[config.mk]
export PLATFORM = sky130hd
export DESIGN_NAME = icap_stream_writer
export DESIGN_NICKNAME = d
export VERILOG_FILES = /design/src/rtl/icap_stream_writer.sv
export SDC_FILE = /design/constraint.sdc
export NUM_CORES = 1
export LEC_CHECK = 0
export BUFFER_PORTS_ARGS = -buffer_cell sky130_fd_sc_hd__buf_2
export CAP_MARGIN = 25
export CORE_MARGIN = 3
export CORE_UTILIZATION = 30
export CTS_CLUSTER_SIZE = 30
export DETAILED_ROUTE_END_ITERATION = 8
export PLACE_DENSITY = 0.61
export SLEW_MARGIN = 20
export SYNTH_ARGS = -nofsm -noshare
export SYNTH_HDL_FRONTEND = slang
export SYNTH_SLANG_ARGS = --single-unit
export TNS_END_PERCENT = 100
[constraint.sdc]
create_clock -name CLK -period 2.5 [get_ports CLK]
set_input_delay 0.125 -clock CLK [delete_from_list [all_inputs] [get_ports CLK]]
set_output_delay 0.125 -clock CLK [all_outputs]
set_load 0.005 [all_outputs]
[src/rtl/icap_stream_writer.sv]
// AXI-Stream to ICAP write-port sequencer: gates on AVAIL, counts words, then waits for PRDONE/PRERROR/timeout.
// Optional build macro ICAP_BITSWAP_EN reverses the bit order inside each byte of every stream word.
module icap_stream_writer #(
  parameter int unsigned TIMEOUT_CYC = 65536,
  parameter int unsigned TO_W        = 17
) (
  input  logic        CLK,
  input  logic        RESETN,
  input  logic        start,
  input  logic [31:0] s_axis_tdata,
  input  logic        s_axis_tvalid,
  output logic        s_axis_tready,
  input  logic        s_axis_tlast,
  output logic        ICAP_CSIB,
  output logic [31:0] ICAP_I,
  output logic        ICAP_RDWRB,
  input  logic        ICAP_AVAIL,
  input  logic        ICAP_PRDONE,
  input  logic        ICAP_PRERROR,
  output logic        busy,
  output logic        done,
  output logic        error,
  output logic [1:0]  err_code,
  output logic [31:0] words_written
);

  localparam int unsigned DATA_W = 32;

  typedef enum logic [2:0] {
    S_IDLE,
    S_ARM,
    S_STREAM,
    S_FLUSH,
    S_WAIT_PR,
    S_DONE,
    S_ERR
  } state_t;

  localparam logic [1:0] ERR_NONE    = 2'd0;
  localparam logic [1:0] ERR_PRERR   = 2'd1;
  localparam logic [1:0] ERR_TIMEOUT = 2'd2;
  localparam logic [1:0] ERR_ABORT   = 2'd3;

  state_t              state_q, state_d;
  logic [DATA_W-1:0]   word_in;
  logic                hs;
  logic                start_ok;
  logic                timeout_hit;

  logic                csib_q, csib_d;
  logic [DATA_W-1:0]   icap_i_q, icap_i_d;
  logic                rdwrb_q, rdwrb_d;
  logic                busy_q, busy_d;
  logic                done_q, done_d;
  logic                error_q, error_d;
  logic [1:0]          err_q, err_d;
  logic [DATA_W-1:0]   words_q, words_d;
  logic [TO_W-1:0]     to_q, to_d;

  function automatic logic is_busy(input state_t s);
    return (s == S_ARM) || (s == S_STREAM) || (s == S_FLUSH) || (s == S_WAIT_PR);
  endfunction

  // Byte-wise bit reversal for streams carrying .bin byte order
`ifdef ICAP_BITSWAP_EN
  for (genvar g = 0; g < 32; g++) begin : g_bitswap
    assign word_in[g] = s_axis_tdata[(g / 8) * 8 + 7 - (g % 8)];
  end
`else
  assign word_in = s_axis_tdata;
`endif

  // Ready depends only on state and AVAIL so the source never sees a tvalid loop
  assign s_axis_tready = (state_q == S_STREAM) && ICAP_AVAIL;
  assign hs            = s_axis_tvalid && s_axis_tready;
  assign start_ok      = start && ((state_q == S_IDLE) || (state_q == S_DONE) || (state_q == S_ERR));
  assign timeout_hit   = (to_q == TO_W'(TIMEOUT_CYC - 1));

  always_ff @(posedge CLK or negedge RESETN) begin
    if (!RESETN) begin
      state_q <= S_IDLE;
    end else begin
      state_q <= state_d;
    end
  end

  always_comb begin
    state_d = state_q;
    case (state_q)
      S_IDLE, S_DONE, S_ERR: begin
        if (start) state_d = S_ARM;
      end
      S_ARM: begin
        if (ICAP_PRERROR)    state_d = S_ERR;
        else if (ICAP_AVAIL) state_d = S_STREAM;
      end
      S_STREAM: begin
        if (ICAP_PRERROR)              state_d = S_ERR;
        else if (hs && s_axis_tlast)   state_d = S_FLUSH;
        else if (start)                state_d = S_ERR;
      end
      S_FLUSH: begin
        state_d = ICAP_PRERROR ? S_ERR : S_WAIT_PR;
      end
      S_WAIT_PR: begin
        if (ICAP_PRERROR)     state_d = S_ERR;
        else if (ICAP_PRDONE) state_d = S_DONE;
        else if (timeout_hit) state_d = S_ERR;
      end
      default: state_d = S_IDLE;
    endcase
  end

  // Next values of the registered outputs; RDWRB stays low one extra cycle past the session
  always_comb begin
    csib_d   = 1'b1;
    icap_i_d = icap_i_q;
    rdwrb_d  = !(is_busy(state_q) || is_busy(state_d));
    busy_d   = is_busy(state_d);
    done_d   = (state_d == S_DONE);
    error_d  = (state_d == S_ERR);
    err_d    = err_q;
    words_d  = words_q;
    to_d     = to_q;

    if (start_ok) begin
      err_d   = ERR_NONE;
      words_d = '0;
      to_d    = '0;
    end

    if (hs) begin
      csib_d   = 1'b0;
      icap_i_d = word_in;
      words_d  = (words_q == '1) ? words_q : words_q + 32'd1;
    end

    if (state_q == S_WAIT_PR) begin
      to_d = to_q + TO_W'(1);
    end

    if ((state_d == S_ERR) && (state_q != S_ERR)) begin
      if (ICAP_PRERROR)              err_d = ERR_PRERR;
      else if (state_q == S_WAIT_PR) err_d = ERR_TIMEOUT;
      else                           err_d = ERR_ABORT;
    end
  end

  always_ff @(posedge CLK or negedge RESETN) begin
    if (!RESETN) begin
      csib_q   <= 1'b1;
      icap_i_q <= '0;
      rdwrb_q  <= 1'b1;
      busy_q   <= 1'b0;
      done_q   <= 1'b0;
      error_q  <= 1'b0;
      err_q    <= ERR_NONE;
      words_q  <= '0;
      to_q     <= '0;
    end else begin
      csib_q   <= csib_d;
      icap_i_q <= icap_i_d;
      rdwrb_q  <= rdwrb_d;
      busy_q   <= busy_d;
      done_q   <= done_d;
      error_q  <= error_d;
      err_q    <= err_d;
      words_q  <= words_d;
      to_q     <= to_d;
    end
  end

  assign ICAP_CSIB     = csib_q;
  assign ICAP_I        = icap_i_q;
  assign ICAP_RDWRB    = rdwrb_q;
  assign busy          = busy_q;
  assign done          = done_q;
  assign error         = error_q;
  assign err_code      = err_q;
  assign words_written = words_q;

endmodule

# Word level (Yosys, flattened, before mapping)
# Index checks and enable logic that the tools add are counted.
[totals] mem_bits_rw=0 ff_bits=91 input_bits=40 out_inout_bits=72 elab_cells=70 latchBits=0 memories=0 mem_bits_ro=0
[op_classes] reduce_logical=21 n_mux=21 eq_ne=16 bitwise_logic=0 addsub=2 div=0 n_mul=0 n_shift=0 n_lt_le_gt_ge=0
[op_table] operator="$mux W32" count=3
[op_table] operator="$mux W17" count=2
[op_table] operator="$add A32 B1 Y32 const B" count=1
[op_table] operator="$eq A32 B32 Y1 const B" count=1
[op_table] operator="$mux W3" count=9
[op_table] operator="$eq A3 B3 Y1 const B" count=6
[op_table] operator="$add A17 B1 Y17 const B" count=1
[op_table] operator="$eq A17 B16 Y1 const B" count=1
[op_table] operator="$pmux W3 S5" count=1
[op_table] operator="$eq A3 B2 Y1 const B" count=4
[op_table] operator="$logic_or A1 B1 Y1" count=9
[op_table] operator="$mux W2" count=4
[op_table] operator="$eq A3 B1 Y1 const B" count=2
[op_table] operator="$reduce_bool A2 Y1" count=3
[op_table] operator="$logic_and A1 B1 Y1" count=5
[op_table] operator="$logic_not A3 Y1" count=1
[op_table] operator="$ne A3 B3 Y1 const B" count=1
[op_table] operator="$reduce_or A3 Y1" count=1
[op_table] operator="$mux W1" count=2
[op_table] operator="$ne A2 B2 Y1 const B" count=1
[op_table] operator="$reduce_and A2 Y1" count=1
[op_table] operator="$logic_not A1 Y1" count=1

# Depth between registers and ports, before layout
[logic_depth] depth_word=13 depth_mapped=9 ltp_nobuf=8

# Least setup slack after synthesis
# No wires, ideal clock.
[synth_path] path_kind="register -> register" from="reg to_q[0]" to="reg err_q[0] (netlist: err_code[0])" stages_incl_launch_ff=9 n_path_buf=0 period_less_slack_ns=2.280 required_time_ns=2.421 path_slack_ns=0.220 arrival_time_ns=2.201 setup_ns=0.079 path_cell_list="dfrtp_1 -> ha_1 -> nand3_1 -> nor4_1 -> ha_1 -> a21boi_0 -> o41ai_1 -> o311a_1 -> mux2i_1"
[synth_between] elab_chain_cells=8 word_cells_on_any_way=9 cone_classes="eq/ne (2); mux (5); reduce/logical (2)"
[synth_rtl] element="from (decl)" line_no="58" source="logic [TO_W-1:0] to_q, to_d;"
[synth_rtl] element="from (signal assigned)" line_no="169" source="to_q <= to_d;"
[synth_rtl] element="$eq A17 B16 Y1 *" line_no="77" source="assign timeout_hit = (to_q == TO_W'(TIMEOUT_CYC - 1));"
[synth_rtl] element="$mux W3 *" line_no="108" source="else if (timeout_hit) state_d = S_ERR;"
[synth_rtl] element="$mux W3 *" line_no="107" source="else if (ICAP_PRDONE) state_d = S_DONE;"
[synth_rtl] element="$mux W3 *" line_no="106" source="if (ICAP_PRERROR) state_d = S_ERR;"
[synth_rtl] element="$pmux W3 S5 *" line_no="89" source="case (state_q)"
[synth_rtl] element="named net state_d[1]" line_no="44" source="state_t state_q, state_d;"
[synth_rtl] element="$eq A3 B3 Y1 *" line_no="142" source="if ((state_d == S_ERR) && (state_q != S_ERR)) begin"
[synth_rtl] element="$logic_and A1 B1 Y1 *" line_no="142"
[synth_rtl] element="$mux W2 / $reduce_bool A2 Y1 (equally long branches)"
[synth_rtl] element="to (signal assigned)" line_no="167" source="err_q <= err_d;"
[synth_rtl] element="to (decl)" line_no="56" source="logic [1:0] err_q, err_d;"
# The timed path passes the listed nets; every way through them passes the cells marked *.
# A chain may end at the register's enable or synchronous reset.

# Worst setup path in the final report
[layout_path] from="reg to_q[10]" to="reg err_q[1] (netlist: err_code[1])"
# The elaborated chain is that of the path after synthesis.

==> impl_results.md <==
* Clock sink count at 91
* DRT iter0 DRCs at 251
* Htree depth at 3
* Maxcap violations at 0
* I/O Pins at 112
* GP Congestion at 0.8282
* Synth top cells by count: 136 x nand2_1, 89 x dfrtp_1, 27 x nand3_1
* Seq cells post-synth at 91
* Clock Pin Slew Worst Setup and Hold Paths at ~0.070 ns
* Layout area overhead at 33.16%
* Post-route DRC violation count at 0
* Final Max Slew Viols at 0
* Setup TNS Final at 0 ns
* Post-layout nets at 682
* Yosys top cell by area: dfrtp_1
* First-pass GRT wire length at 19.11 mm
* Unique cell type count in the Yosys netlist at 62
* Final Hold Viols at 0
* GR Overflow Total at 0
* Peak supply drop at 0.0005179 V
* Port-buffer cells at 111
* Hold Crit Class: in -> reg
* Die X at 127.7 um
* Synth top area cells: dfrtp_1 50%, nand2_1 11%, nand3_1 3.0%, mux2i_1 2.7%, o21ai_0 2.6%
* Number of CTS-inserted buffers at 9
* Synthesized instance count at 481
* Clk buf depth at 2
* P_leak at 2.941 nW
* Post-synth ARST share at 100.0%
* Syn nets at 524
* Post-synth EDFFs at 0
* Antenna violations before repair at 0
* Starting Density at a little under a third
* Area of the multi-input gates at between 2000 and 2500 um^2
* Die area at 16,320 um^2
* RSZ-0062 raised after global routing: no
* Cell area after layout at 5919 um^2
* Fmax at 0.4405 GHz
* Share of cells above drive strength 1 at roughly a quarter
* Vias/cell at 4.939
* Total track usage at 14.54%
* Die H at 127.7 um
* CTS tree: yes
* Aggregate routed wire length at 11.87 mm
* ANT cells at 0
* Share of the core filled with cells at 41.68%
* Crit path kind: reg -> reg
* Final Non-Filler Cells at approximately 820
* Clock latency reported for the late side of the worst-skew pair at 0.34 ns
* Seq/Total Area, Yosys at 51.28%
* Fin crit share at 90.80%
* Relative slew slack at approximately two thirds
* Core Area at 14,200 um^2
* Avg Cell Area, Syn at ~9.2 um^2
* Final period demand of the worst path at approximately 2.3 ns
* Worst-margin pin slew at between 0.5 and 0.6 ns
* Worst path required time at 2.77 ns
* WL per Instance at 14.40 um
* Largest net degree at the start of global routing at 54
* R2r worst-path depth at 8
* Post-Syn Area at 4446 um^2
* P per Cell Area at ~850 nW/um^2
* First-pass DRT Iterations at 4
* Vias in the first global route at 3,892
* Hpwl dp at 8.433 mm
* Hold WS at 0.03503 ns
* CP Capture Type: register
* DP Area at 5271 um^2
* # setup viols final at 0
* Top cell type's share of synthesized area at 50.10%
* Primary FF master, synth: dfrtp_1
* Fillcell total at 1,411
* Worst Hold Depth at 2
* Antenna viol nets, final at 0
* CTS root buffer: clkbuf_16
* Worst-path fanout max at 5
* Worst setup SP type: register
* Most frequent cell after synthesis: nand2_1
* Row count at 43
* Inst Count DP at around 770
* Via Count at around 4,100
* YS warnings at 0
* Register area at 2280 um^2
* Critical Path AT at between 2 and 3 ns
* Outcome: completed
* Worst Clk Skew at 0.004974 ns
[flip-flops by register name, indices dropped and copies added, names as in the netlist, 2 cells and up]
signal         flops
to_q              17
state_q            3
words_written     32
err_code           2
ICAP_I            32
[where the power goes]
part	switching, W	internal [W]	total, W
combinational	0.000968	0.000740	0.00171
clock	0.000592	0.000678	0.00127
sequential	0.000205	0.00185	0.00205
[cell families (layout without fill, tap and decap cells)]
group | Yosys count | in the layout | share of synthesized area, %
xor+xnor | 8 | 8 | 1.576
compound gates | 78 | 78 | 11.88
mux | 12 | 12 | 2.702
flops | 91 | 91 | 51.28
simple gates | 259 | 259 | 28.00
fa+ha+maj | 3 | 3 | 0.8444
buf+inv | 30 | 193 | 3.715
[critical path: stages, from the launching register on]
cell and delay (ns):
dfrtp_1 0.41, and4_4 0.25, nand3_1 0.13, nor4_2 0.25, ha_1 0.20, a21boi_0 0.10, o41ai_2 0.37, o311a_1 0.29
mux2i_1 0.19
[layout make-up]
class / instances / area share [%]
Clock buffer: 9 / 3.805
Sequential cell: 91 / 38.51
Clock inverter: 7 / 0.9089
Inverter: 8 / 0.5073
Multi-Input combinational cell: 360 / 34.07
Tap cell: 180 / 3.805
Timing Repair Buffer: 169 / 18.39
[per-stage QoR]
stage | setup WS (ns) | power [W]
after floorplan | 0.2199 | 0.003014
after global placement | 0.2030 | 0.003688
after detailed placement | 0.1218 | 0.003753
after CTS | 0.1086 | 0.005096
after global routing | 0.01822 | 0.005391
final | 0.2300 | 0.005032
[per-layer routing]
layer / GRT usage (%) / share of wire [%]
met3: 4.458 / 5.9
met5: 0 / 0
met4: 4.120 / 0.98
met2: 24.00 / 49
met1: 18.49 / 44
[what timing repair did]
action,in CTS,in global routing
setup endpoints to repair,0,4
endpoints found under the hold margin,68,0
buffers inserted,0,3
hold buffers,33,0
gates resized for setup,0,3
[worst paths after layout]
check	end	start	slack, ns
worst max register to register	err_code[1]$_DFFE_PN0P_	to_q[10]$_DFFE_PN0P_	0.23
worst min-delay path	err_code[1]$_DFFE_PN0P_	ICAP_PRERROR	0.04
max in group asynchronous	words_written[26]$_DFFE_PN0P_	RESETN	1.56
worst min register to register	ICAP_I[27]$_DFFE_PN0P_	ICAP_I[27]$_DFFE_PN0P_	0.47
worst max-delay path	err_code[1]$_DFFE_PN0P_	to_q[10]$_DFFE_PN0P_	0.23
min in group asynchronous	error$_DFF_PN0_	RESETN	0.28
[cells in the final DEF (no fill, tap or decap), drive strengths merged, types with 4 or more instances in the layout]
master       count
nor2            23
clkbuf           9
or3             11
nand4            9
o21a             4
inv              9
dlygate4sd3     33
or4              4
mux2i           12
o31ai            5
or2              5
and4             5
nand3           27
o21ai           24
nor2b            4
and3             6
nand2          136
o41ai            4
buf            136
nor4             6
nor3b            5
dfrtp           89
xnor2            6
and2             4
nor3             5
a21oi           16
No activity file was read; power rests on OpenSTA's default activity.
